**config.mk**
```make
export PLATFORM = sky130hd
export DESIGN_NAME = gcm_stream_packer
export DESIGN_NICKNAME = d
export VERILOG_FILES = /design/src/rtl/gcm_pkg.sv /design/src/rtl/gcm_word_packer.sv /design/src/rtl/gcm_stream_packer.sv
export SDC_FILE = /design/constraint.sdc
export NUM_CORES = 1
export LEC_CHECK = 0
export BUFFER_PORTS_ARGS = -buffer_cell sky130_fd_sc_hd__buf_4
export CAP_MARGIN = 0
export CORE_MARGIN = 1
export CORE_UTILIZATION = 49
export CTS_CLUSTER_SIZE = 16
export DETAILED_ROUTE_END_ITERATION = 6
export PLACE_DENSITY = 0.69
export SYNTH_ARGS = -nofsm -noshare
export SYNTH_HDL_FRONTEND = slang
export SYNTH_SLANG_ARGS = --single-unit
export TNS_END_PERCENT = 10
```
**constraint.sdc**
```tcl
create_clock -name iClk -period 5 [get_ports iClk]
set_input_delay 0.25 -clock iClk [delete_from_list [all_inputs] [get_ports iClk]]
set_output_delay 0.25 -clock iClk [all_outputs]
set_load 0.01 [all_outputs]
```
**src/rtl/gcm_pkg.sv**
```systemverilog
// rtl/gcm_pkg.sv - shared types, codes and widths for the GCM stream packer
// Purpose: block-type codes, FSM state encodings, datapath widths and the
//          byte-masking helper shared by gcm_stream_packer and gcm_word_packer.
// Ports:   none (package).
package gcm_pkg;

  localparam int BLOCK_W = 128;
  localparam int WORD_W  = 32;

  typedef enum logic [1:0] {
    BT_AAD     = 2'b00,
    BT_PAYLOAD = 2'b01,
    BT_LEN     = 2'b10
  } blk_type_e;

  typedef enum logic [1:0] {
    ST_IDLE = 2'd0,
    ST_AAD  = 2'd1,
    ST_DATA = 2'd2,
    ST_LEN  = 2'd3
  } state_e;

  // Keep the first n bytes of a word (byte 0 sits at bits [0:7]); zero the rest.
  function automatic logic [0:WORD_W-1] mask_word(input logic [0:WORD_W-1] w,
                                                  input logic [2:0] n);
    logic [0:WORD_W-1] r;
    r = '0;
    for (int b = 0; b < 4; b++) begin
      if (3'(b) < n) r[8*b +: 8] = w[8*b +: 8];
    end
    return r;
  endfunction

endpackage

```
**src/rtl/gcm_word_packer.sv**
```systemverilog
// rtl/gcm_word_packer.sv - accumulates 32-bit words into zero-padded 128-bit blocks
// Purpose: holds the partial block and word index; presents the completed
//          block combinationally in the cycle of the word that closes it.
// Ports:   iClk/iRstn clock and sync active-low reset; iClear drops the partial
//          block; iPush/iWord/iBytes/iLast a validated word; oFlush the pushed word
//          closes a block; oData/oBytes the block and its byte count;
//          oEmpty no bytes held.
module gcm_word_packer import gcm_pkg::*; (
  input  logic                iClk,
  input  logic                iRstn,
  input  logic                iClear,
  input  logic                iPush,
  input  logic [0:WORD_W-1]   iWord,
  input  logic [2:0]          iBytes,
  input  logic                iLast,
  output logic                oFlush,
  output logic [0:BLOCK_W-1]  oData,
  output logic [4:0]          oBytes,
  output logic                oEmpty
);

  logic [0:BLOCK_W-1] acc_q;
  logic [1:0]         idx_q;
  logic [0:WORD_W-1]  masked;

  always_comb begin
    masked = mask_word(iWord, iBytes);
    oData  = acc_q;
    for (int k = 0; k < 4; k++) begin
      if (idx_q == 2'(k)) oData[WORD_W*k +: WORD_W] = masked;
    end
  end

  // Only the final word of a block may be short, so earlier slots are always full.
  assign oBytes = {1'b0, idx_q, 2'b00} + {2'b00, iBytes};
  assign oEmpty = (idx_q == 2'd0);
  assign oFlush = iPush && ((idx_q == 2'd3) ||
                            (iLast && ((idx_q != 2'd0) || (iBytes != 3'd0))));

  always_ff @(posedge iClk) begin
    if (!iRstn || iClear) begin
      acc_q <= '0;
      idx_q <= 2'd0;
    end else if (iPush) begin
      // A last word either closes a block or is an empty tail; both restart.
      if (oFlush || iLast) begin
        acc_q <= '0;
        idx_q <= 2'd0;
      end else begin
        acc_q <= oData;
        idx_q <= idx_q + 2'd1;
      end
    end
  end

endmodule

```
**src/rtl/gcm_stream_packer.sv**
```systemverilog
// rtl/gcm_stream_packer.sv - packs AAD/payload word streams into GCM blocks plus length block
// Purpose: message FSM (IDLE/AAD/DATA/LEN), 32-bit byte counters, protocol error
//          detection and the registered block output stage.
// Ports:   iClk/iRstn clock and sync active-low reset; iStart begins/aborts a message;
//          iWord* word input with oWord_ready handshake; oBlock* block output with
//          oBlock_valid/iBlock_ready handshake; oDone end-of-message pulse;
//          oErr sticky protocol error.
module gcm_stream_packer import gcm_pkg::*; (
  input  logic                iClk,
  input  logic                iRstn,
  input  logic                iStart,
  input  logic [0:WORD_W-1]   iWord,
  input  logic                iWord_valid,
  input  logic                iWord_type,
  input  logic [2:0]          iWord_bytes,
  input  logic                iWord_last,
  output logic                oWord_ready,
  output logic [0:BLOCK_W-1]  oBlock,
  output logic [1:0]          oBlock_type,
  output logic [4:0]          oBlock_bytes,
  output logic                oBlock_last,
  output logic                oBlock_valid,
  input  logic                iBlock_ready,
  output logic                oDone,
  output logic                oErr
);

  state_e             state_q;
  logic [31:0]        aad_cnt_q, pay_cnt_q;
  logic               len_sent_q;
  logic               accept, word_err, type_bad, push;
  logic [32:0]        cnt_sum;
  logic               pk_flush, pk_empty;
  logic [0:BLOCK_W-1] pk_data;
  logic [4:0]         pk_bytes;

  // Ready depends only on registers, never on iBlock_ready.
  assign oWord_ready = ((state_q == ST_AAD) || (state_q == ST_DATA)) && !oBlock_valid;
  assign accept      = iWord_valid && oWord_ready && !iStart;
  assign type_bad    = (state_q == ST_AAD) ? iWord_type : !iWord_type;
  assign word_err    = (iWord_bytes > 3'd4) ||
                       ((iWord_bytes < 3'd4) && !iWord_last) ||
                       ((iWord_bytes == 3'd0) && !pk_empty) ||
                       type_bad;
  assign push        = accept && !word_err;
  assign cnt_sum     = {1'b0, (state_q == ST_AAD) ? aad_cnt_q : pay_cnt_q} +
                       {30'd0, iWord_bytes};

  gcm_word_packer u_packer (
    .iClk   (iClk),
    .iRstn  (iRstn),
    .iClear (iStart),
    .iPush  (push),
    .iWord  (iWord),
    .iBytes (iWord_bytes),
    .iLast  (iWord_last),
    .oFlush (pk_flush),
    .oData  (pk_data),
    .oBytes (pk_bytes),
    .oEmpty (pk_empty)
  );

  always_ff @(posedge iClk) begin
    if (!iRstn) begin
      state_q      <= ST_IDLE;
      aad_cnt_q    <= '0;
      pay_cnt_q    <= '0;
      len_sent_q   <= 1'b0;
      oBlock       <= '0;
      oBlock_type  <= BT_AAD;
      oBlock_bytes <= '0;
      oBlock_last  <= 1'b0;
      oBlock_valid <= 1'b0;
      oDone        <= 1'b0;
      oErr         <= 1'b0;
    end else begin
      oDone <= 1'b0;
      if (iStart) begin
        // Start from any state: drop partial data and any pending block.
        state_q      <= ST_AAD;
        aad_cnt_q    <= '0;
        pay_cnt_q    <= '0;
        len_sent_q   <= 1'b0;
        oBlock       <= '0;
        oBlock_type  <= BT_AAD;
        oBlock_bytes <= '0;
        oBlock_last  <= 1'b0;
        oBlock_valid <= 1'b0;
        oErr         <= 1'b0;
      end else begin
        if (oBlock_valid && iBlock_ready) begin
          oBlock_valid <= 1'b0;
          if (state_q == ST_LEN && len_sent_q) begin
            state_q    <= ST_IDLE;
            len_sent_q <= 1'b0;
            oDone      <= 1'b1;
          end
        end

        if (accept && word_err) oErr <= 1'b1;

        // push implies the output register is free, so no clash with the drain above.
        if (push) begin
          if (state_q == ST_AAD) aad_cnt_q <= cnt_sum[31:0];
          else                   pay_cnt_q <= cnt_sum[31:0];
          if (cnt_sum[32]) oErr <= 1'b1;
          if (pk_flush) begin
            oBlock       <= pk_data;
            oBlock_type  <= (state_q == ST_AAD) ? BT_AAD : BT_PAYLOAD;
            oBlock_bytes <= pk_bytes;
            oBlock_last  <= iWord_last;
            oBlock_valid <= 1'b1;
          end
          if (iWord_last) state_q <= (state_q == ST_AAD) ? ST_DATA : ST_LEN;
        end

        // Length block waits for the last payload block (if any) to drain.
        if (state_q == ST_LEN && !len_sent_q && !oBlock_valid) begin
          oBlock       <= {29'd0, aad_cnt_q, 3'd0, 29'd0, pay_cnt_q, 3'd0};
          oBlock_type  <= BT_LEN;
          oBlock_bytes <= 5'd16;
          oBlock_last  <= 1'b1;
          oBlock_valid <= 1'b1;
          len_sent_q   <= 1'b1;
        end
      end
    end
  end

endmodule

```
# Word-level counts from Yosys, hierarchy flattened
# Index checks and enable logic that the tools add are counted.
[classes]
addsub = 3
n_mul = 0
n_div = 0
n_lt_le_gt_ge = 6
n_eq_ne = 6
n_shift = 0
n_mux = 42
bitwise_logic = 3
reduce_logical = 45
[ops]
columns = ["operator", "n"]
rows = [
  ["2-to-1 mux 99 bit", 3],
  ["2-to-1 mux 32 bit", 5],
  ["2-to-1 mux 128 bit", 1],
  ["adder 32 x 3 -> 33 bit", 1],
  ["2-to-1 mux 8 bit", 4],
  ["2-to-1 mux 1 bit", 18],
  ["2-to-1 mux 2 bit", 8],
  ["2-to-1 mux 5 bit", 3],
  ["logical AND 1 bit", 13],
  ["AND reduction 2 bit", 5],
  ["nonzero test 2 bit", 5],
  ["== test 2 bit, second input constant", 4],
  ["logical NOT 1 bit", 8],
  ["logical OR 1 bit", 8],
  ["< comparator 1 x 3 -> 1 bit, first input constant", 2],
  ["< comparator 2 x 3 -> 1 bit, first input constant", 2],
  ["OR reduction 3 bit", 2],
  ["adder 4 x 3 -> 5 bit", 1],
  ["== test 2 x 1 -> 1 bit, second input constant", 2],
  ["> comparator 3 bit, second input constant", 1],
  ["logical NOT 3 bit", 1],
  ["< comparator 3 bit, second input constant", 1],
  ["inverter 1 bit", 3],
  ["nonzero test 3 bit", 1],
  ["3 further kinds", 3],
]
[totals]
register_bits = 336
latchBits = 0
ram_bits = 0
mem_bits_ro = 0
memories = 0

# Depth between registers and ports, before layout
# Gate-level depths: netlist of the first run.
[depth]
word_depth = 11
mapped_depth = 19
mapped_depth_nobuf = 11

# Cells and area by module
# Synthesis of the first run repeated with hierarchy kept, for this count alone.
[unflattened]
cells_unflattened = 1662
hier_area_um2 = 14928.1
[modules_own_cells]
columns = ["mod", "instances", "cells_per_inst", "area_per_inst_um2"]
rows = [
  ["gcm_stream_packer", 1, 1126, 8952.3],
  ["gcm_word_packer", 1, 536, 5975.7],
]

# Least setup slack after synthesis of the first run
# OpenSTA, ideal clock, no wires.
[synth_timing]
path_type = "reg2reg"
startpoint = "register state_q[0]"
endpoint = "register pay_cnt_q[26]"
setup_time_ns = 0.070
t_arrival_ns = 3.889
slack_ns = 1.041
path_stages_with_launch = 18
n_path_buf = 7
path_cell_list = "dfxtp_1 > ha_1 > buf_6 > buf_6 > buf_4 > buf_4 > buf_2 > buf_1 > mux2_2 > ha_1 > inv_1 > fa_1 > nand2b_1 > a221oi_2 > nand3_1 > clkbuf_1 > or4_1 > a21oi_1"
[synth_between]
elab_chain_cells = 7
[synth_lines]
columns = ["element", "line_no", "text"]
rows = [
  ["start, declared", "gcm_stream_packer.sv:28", "state_e state_q;"],
  ["start signal, assigned", "gcm_stream_packer.sv:114", "if (iWord_last) state_q <= (state_q == ST_AAD) ? ST_DATA : ST_LEN;"],
  ["branches (longest 7 deep; another with adder 32 x 3 -> 33 bit)", "n/a", ""],
  ["end signal, assigned", "gcm_stream_packer.sv:105", "else pay_cnt_q <= cnt_sum[31:0];"],
  ["end, declared", "gcm_stream_packer.sv:29", "logic [31:0] aad_cnt_q, pay_cnt_q;"],
]
# Several ways; the timed one is not identified.
# A chain may end at the register's enable or synchronous reset.

# Worst setup path in the final report of the first run
# Ends and elaborated chain as after synthesis.

==> results of run 1 <==
state kept, by name, indices dropped and copies added, names as in the netlist:
| register | flops |
|---|---|
| pay_cnt_q | 32 |
| u_packer.acc_q | 128 |
| oBlock_bytes | 5 |
| oBlock_type | 2 |
| oErr | 1 |
| len_sent_q | 1 |
| oBlock | 128 |
| oDone | 1 |
| oBlock_valid | 1 |
| aad_cnt_q | 32 |
| u_packer.idx_q | 2 |
| state_q | 2 |
| oBlock_last | 1 |
metal layers:
layer  global-route usage  wire length (µm)  part of all wire
met5                    0                 0                 0
met2                0.446             20100              0.46
met1                0.405             20000              0.45
met4                0.108              1400             0.032
met3               0.0311              2510             0.057
power by group through the flow:
stage	combinational [mW]	sequential, mW	clock (mW)
4_1_cts	0.245	2.68	2.65
5_1_grt	0.266	2.68	2.77
6_report	0.248	2.68	2.63
3_3_place_gp	0.242	2.74	0
2_1_floorplan	0.143	2.74	0
3_5_place_dp	0.244	2.74	0
layout by cell type (no fill, tap or decap), types with 6 or more instances in the layout:
cell type	n
dfxtp_1	336
buf_4	202
o21ai_0	197
nand2_1	196
nor2_1	161
nand3_1	92
a21oi_1	69
mux2i_1	62
and2_1	59
a211oi_1	53
clkbuf_16	38
mux2_2	36
nand4_1	34
o31ai_1	25
or4_1	20
nor3_1	19
or3_1	17
nor2b_1	17
a311oi_1	17
xor2_1	14
o2111ai_1	13
or2_2	11
nand3b_1	10
o22ai_1	9
inv_1	8
clkbuf_8	8
clkbuf_1	8
nor4_1	6
a31oi_1	6
o211ai_1	6
ha_1	6
cell type report:
cell class,instances,area (µm²)
clock buffer,54,1090
timing repair buffer,203,1540
multi-input combinational,1223,7220
fill,2544,11800
sequential,336,6730
inverter,8,30.0
clock inverter,7,71.3
tap,384,480
worst max path at each step:
stage,startpoint,end,slack [ps],cells after the start
2_1_floorplan,state_q[0],pay_cnt_q[26],1040,17
3_3_place_gp,state_q[1],pay_cnt_q[18],1130,11
3_5_place_dp,state_q[0],pay_cnt_q[26],980,10
4_1_cts,state_q[0],pay_cnt_q[26],940,10
5_1_grt,state_q[1],aad_cnt_q[14],560,11
6_report,state_q[0],pay_cnt_q[26],850,10
worst max-delay path, stage by stage (launching register included):
cell	delay, ps
dfxtp_1	370
ha_2	530
mux2_2	250
ha_1	160
inv_1	80
fa_1	410
nand2b_1	200
a221oi_2	560
nand3_1	670
or4_1	680
a21oi_1	150
stage by stage:
step           setup slack [ps]  instances  hold slack [ps]
3_5_place_dp                981       2154              436
4_1_cts                     937       2215             23.7
2_1_floorplan              1040       1711              385
3_3_place_gp               1130       2154              426
6_report                    849       2215             28.3
5_1_grt                     564       2215             50.1
logic make-up after synthesis:
family                   count (synthesis)
AND/OR/NAND/NOR                        675
flip-flops                             336
buffers and inverters                  152
multiplexers                            98
XOR/XNOR                                16
AO/OA/AOI/OAI                          422
adder cells (fa/ha/maj)                 12
==> impl_metrics.json, run 1 <==
{
  "htree_num_levels": 2,
  "cap_viol_max_count": 0,
  "maxSlewHeadroom": 0.247,
  "utilization": 0.593,
  "postCtsHoldBufs": 0,
  "yosys_warnings": 0,
  "syn_to_final_growth_pct": 18.2,
  "total_leakage_power_nw": 6.25,
  "antenna_left": 0,
  "cts_tree": "built",
  "pwr-share-clk": 0.473,
  "io_buffers": 181,
  "synth-main-ff-cell": "dfxtp_1",
  "yosys.area_share.adder": 0.0109,
  "fin_crit_ps": 4150,
  "switching_share": 0.225,
  "wl_per_cell_um": 19.8,
  "dpl-instance-area_mm2": 0.0160,
  "holdPathStages": 3,
  "worstSetupPathType": "reg2reg",
  "synth_most_common_cell": "dfxtp_1",
  "dpl.hpwl_mm": 30.3,
  "power_density_mw_per_mm2": 324,
  "drc": 0,
  "design_area_mm2": 0.0172,
  "fin_crit_sh": 0.830,
  "synth-compound-area-share": 0.175,
  "ys_types": 61,
  "worstPathArrival_ps": 4580,
  "synth_area_mm2": 0.0145,
  "syn_inst": 1711,
  "finalHoldViolCount": 0,
  "synth_nets": 1765,
  "r2r_start": "state_q[0]",
  "gp_congestion": 0.922,
  "postCtsResizedCells": 0,
  "cts_sinks": 336,
  "core_mm2": 0.0289,
  "p_comb_frac": 0.045,
  "tightest_slew_ps": 1130,
  "synthSimpleGateAreaFrac": 0.227,
  "grt_max_degree": 79,
  "p_int_mw": 4.31,
  "post-cts-setup-buffer-count": 0,
  "startpoint_type": "flip-flop",
  "diodes": 0,
  "max-vdd-ir-drop_v": 0.000212,
  "vias": 13099,
  "die_h_um": 174,
  "postRouteWirelength_mm": 44.0,
  "path_clk_slew_ps": 60,
  "antenna_found_initial": 0,
  "p_sw_mw": 1.25,
  "cts.path.max_buffers": 3,
  "synthArstFlopShare": 0,
  "numCtsBuffers": 37,
  "yosysTopAreaCell": "dfxtp_1",
  "slew_violations": 0,
  "path_max_fanout": 25,
  "end_kind": "flip-flop",
  "fin_nets": 1863,
  "hold_class": "in2reg",
  "rsz0062_at_grt": "false",
  "hold_end": "oBlock_valid",
  "die_w_um": 174,
  "finalSetupViolCount": 0,
  "outcome": "complete, no violations",
  "cp.required_ps": 5430,
  "grt_pass1_wl_mm": 68.7,
  "fp-row-count": 62,
  "muxShareOfSynthArea": 0.0707,
  "ys_top_cells_by_area": "dfxtp_1 (46%), o21ai_0 (6.8%), nand2_1 (5.1%)",
  "layout-drive-gt1-share": 0.180,
  "synthXorXnorAreaFrac": 0.00965,
  "crit-reg2reg-capture": "pay_cnt_q[26]",
  "root_buffer": "clkbuf_16",
  "synth_top_family_by_area": "simple AND/OR/NAND/NOR gates",
  "synth_edf_count": 0,
  "tns_ps": 0,
  "die-area_mm2": 0.0303,
  "pin_count": 182,
  "avgSynthCellArea_um2": 8.48,
  "clock_latency_ps": 520,
  "firstDrtPassIters": 6,
  "synth-seq-area-share": 0.463,
  "ys_top_cells_by_count": "dfxtp_1 (336), o21ai_0 (198), nand2_1 (197)",
  "synth-seq-cells": 336,
  "initial_utilization": 0.502,
  "min_from": "iBlock_ready",
  "rr_worst_depth": 10,
  "overflow": 0,
  "fin_skew_ps": 21.2,
  "yosysTopAreaCellShare": 0.463,
  "grt_use_total": 0.285,
  "drtIter0Drc": 1322,
  "rrSetupSlack_ps": 850,
  "grt_pass1_vias": 12133,
  "seq_power_share": 0.482,
  "totalPowerFinal_mw": 5.56,
  "fmax_mhz": 241,
  "vias_per_cell": 5.91
}
(Power assumes the default switching activity.)
==> inputs of run 2 (changes only) <==
--- a/config.mk
+++ b/config.mk
@@ -11,7 +11,7 @@
 export CORE_UTILIZATION = 49
 export CTS_CLUSTER_SIZE = 16
 export DETAILED_ROUTE_END_ITERATION = 6
-export PLACE_DENSITY = 0.69
+export PLACE_DENSITY = 0.72
 export SYNTH_ARGS = -nofsm -noshare
 export SYNTH_HDL_FRONTEND = slang
 export SYNTH_SLANG_ARGS = --single-unit
==> constraint.sdc (replaced) <==
create_clock -name iClk -period 3.6 [get_ports iClk]
set_input_delay 0.18 -clock iClk [delete_from_list [all_inputs] [get_ports iClk]]
set_output_delay 0.18 -clock iClk [all_outputs]
set_load 0.01 [all_outputs]
==> run 2 against run 1 <==
  * Core utilization up 1.6 points
  * Maximum frequency is 27% higher
  * Non-clock buffer count grew 31
  * Via count is 2.8% higher
  * Largest cell class unchanged
==> impl_metrics.json, run 2 (synthesized netlist as in run 1, its figures left out) <==
{
  "fp-row-count": 62,
  "firstDrtPassIters": 6,
  "cp_common_cell": "inv_1",
  "finalSetupViolCount": 0,
  "p_comb_frac": 0.046,
  "drtIter0Drc": 1331,
  "slew_violations": 0,
  "die_h_um": 174,
  "pwr-share-clk": 0.491,
  "cts_tree": "built",
  "cp.required_ps": 4030,
  "drc": 0,
  "outcome": "complete, no violations",
  "rsz0062_at_grt": "false",
  "worstSetupPathType": "reg2reg",
  "fin_ws_ps": 323,
  "startpoint_type": "flip-flop",
  "max-vdd-ir-drop_v": 0.000267,
  "rrSetupSlack_ps": 320,
  "total_leakage_power_nw": 6.47,
  "worstPathArrival_ps": 3700,
  "io_buffers": 181,
  "core_mm2": 0.0289,
  "cpPeakStageDelay_ps": 590,
  "reg_top3": "oBlock (128), u_packer.acc_q (128)",
  "tns_ps": 0,
  "rr_worst_depth": 11,
  "pre_cts_slack_ps": 398,
  "layout.cells.non_filler": 2247,
  "dpl-instance-area_mm2": 0.0161,
  "pin_count": 182,
  "fill_cells": 2483,
  "numCtsBuffers": 36,
  "p_sw_mw": 1.78,
  "holdWs_ps": 5.75,
  "dp.cells": 2165,
  "hold_end": "state_q[0]",
  "fmax_mhz": 305,
  "design_area_mm2": 0.0176,
  "cp_cell_sequence": "inv_1 -> ha_2 -> mux2_2 -> ha_1 -> inv_1 -> fa_2 -> nand2b_4 -> a221oi_4 -> nand3_2 -> or4_1 -> a21oi_1",
  "crit_buf_inv": 2,
  "mostFrequentLayoutCells": "dfxtp_1 (336), buf_4 (210), o21ai_0 (197)",
  "grt_max_degree": 83,
  "cts.path.max_buffers": 3,
  "grt_pass1_vias": 12661,
  "maxSlewHeadroom": 0.229,
  "root_buffer": "clkbuf_16",
  "postRouteWirelength_mm": 45.0,
  "overflow": 0,
  "dpl.hpwl_mm": 30.8,
  "wl_per_cell_um": 20.0,
  "post-cts-setup-buffer-count": 0,
  "htree_num_levels": 2,
  "p_int_mw": 6.27,
  "crit-reg2reg-capture": "aad_cnt_q[18]",
  "diodes": 0,
  "cap_viol_max_count": 0,
  "final_common_cell": "dfxtp_1",
  "antenna_left": 0,
  "switching_share": 0.221,
  "path_clk_slew_ps": 60,
  "slowest_stage": "or4_1",
  "die_w_um": 174,
  "fin_crit_sh": 0.910,
  "fin_crit_ps": 3280,
  "fin_nets": 1893,
  "syn_to_final_growth_pct": 21.3,
  "power_density_mw_per_mm2": 457,
  "initial_utilization": 0.502,
  "vias_per_cell": 5.99,
  "end_kind": "flip-flop",
  "vias": 13462,
  "tightest_slew_ps": 1160,
  "min_from": "iRstn",
  "antenna_found_initial": 0,
  "r2r_start": "state_q[1]",
  "die-area_mm2": 0.0303,
  "cts_sinks": 336,
  "cp_top_family": "simple AND/OR/NAND/NOR gates",
  "seq_power_share": 0.463,
  "hold_class": "in2reg",
  "layout-drive-gt1-share": 0.186,
  "grt_pass1_wl_mm": 70.8,
  "grt_use_total": 0.292,
  "fin_skew_ps": 24.8,
  "holdPathStages": 3,
  "gp_congestion": 0.891,
  "clock_latency_ps": 520,
  "path_max_fanout": 21,
  "finalHoldViolCount": 0
}
run 2: cell types whose count changed in the layout (fill, tap and decap cells not counted), sizes merged:
cell / before / now
bufinv: 1 / 5
buf: 203 / 214
clkbuf: 54 / 50
dlygate4sd3: 0 / 20
clkinv: 6 / 5
clkinvlp: 0 / 2
run 2: timing repair:
item,4_1_cts,5_1_grt
hold endpoints to repair,30,0
setup endpoints to repair,0,0
hold buffers,20,0
resized for setup,0,0
run 2: worst max-delay path by stage:
stage / from / endpoint / slack [ps] / cells after the start
after CTS: state_q[1] / aad_cnt_q[18] / 370 / 11
after detailed placement: state_q[1] / aad_cnt_q[26] / 400 / 11
after global routing: state_q[1] / aad_cnt_q[18] / 110 / 11
final: state_q[1] / aad_cnt_q[18] / 320 / 11
after floorplan: state_q[1] / pay_cnt_q[26] / 10 / 18
after global placement: state_q[1] / pay_cnt_q[18] / 500 / 11
run 2: through the flow:
step,power [mW],utilization
3_3_place_gp,4.15,0.558
4_1_cts,8.08,0.609
5_1_grt,8.25,0.609
6_report,8.05,0.609
2_1_floorplan,4.01,-
3_5_place_dp,4.15,0.558
run 2: routing by layer:
metal,vias up,global-route usage,routed length [µm]
met5,-,0,0
met4,0,0.111,1600
met3,93,0.0392,3430
met2,559,0.469,20700
met1,6449,0.399,19300
li1,6361,-,-
run 2: area by class of cell:
| class | instances | area (µm²) | share of cell area |
|---|---|---|---|
| inverter | 8 | 30.0 | 0.00171 |
| timing repair buffer | 234 | 1860 | 0.105 |
| tap | 384 | 480 | 0.0273 |
| multi-input combinational | 1223 | 7250 | 0.412 |
| clock inverter | 12 | 201 | 0.0114 |
| clock buffer | 50 | 1070 | 0.0605 |
| sequential | 336 | 6730 | 0.382 |
run 2: power by group through the flow:
| stage | clock network, mW | logic (mW) | registers [mW] |
|---|---|---|---|
| floorplan | 0 | 0.202 | 3.81 |
| global placement | 0 | 0.338 | 3.81 |
| detailed placement | 0 | 0.344 | 3.81 |
| CTS | 3.99 | 0.363 | 3.73 |
| global route | 4.13 | 0.395 | 3.73 |
| finish | 3.95 | 0.369 | 3.73 |
run 2: worst min-delay path, stage by stage:
cell	delay [ps]
buf_4	120
inv_1	110
a311oi_1	60
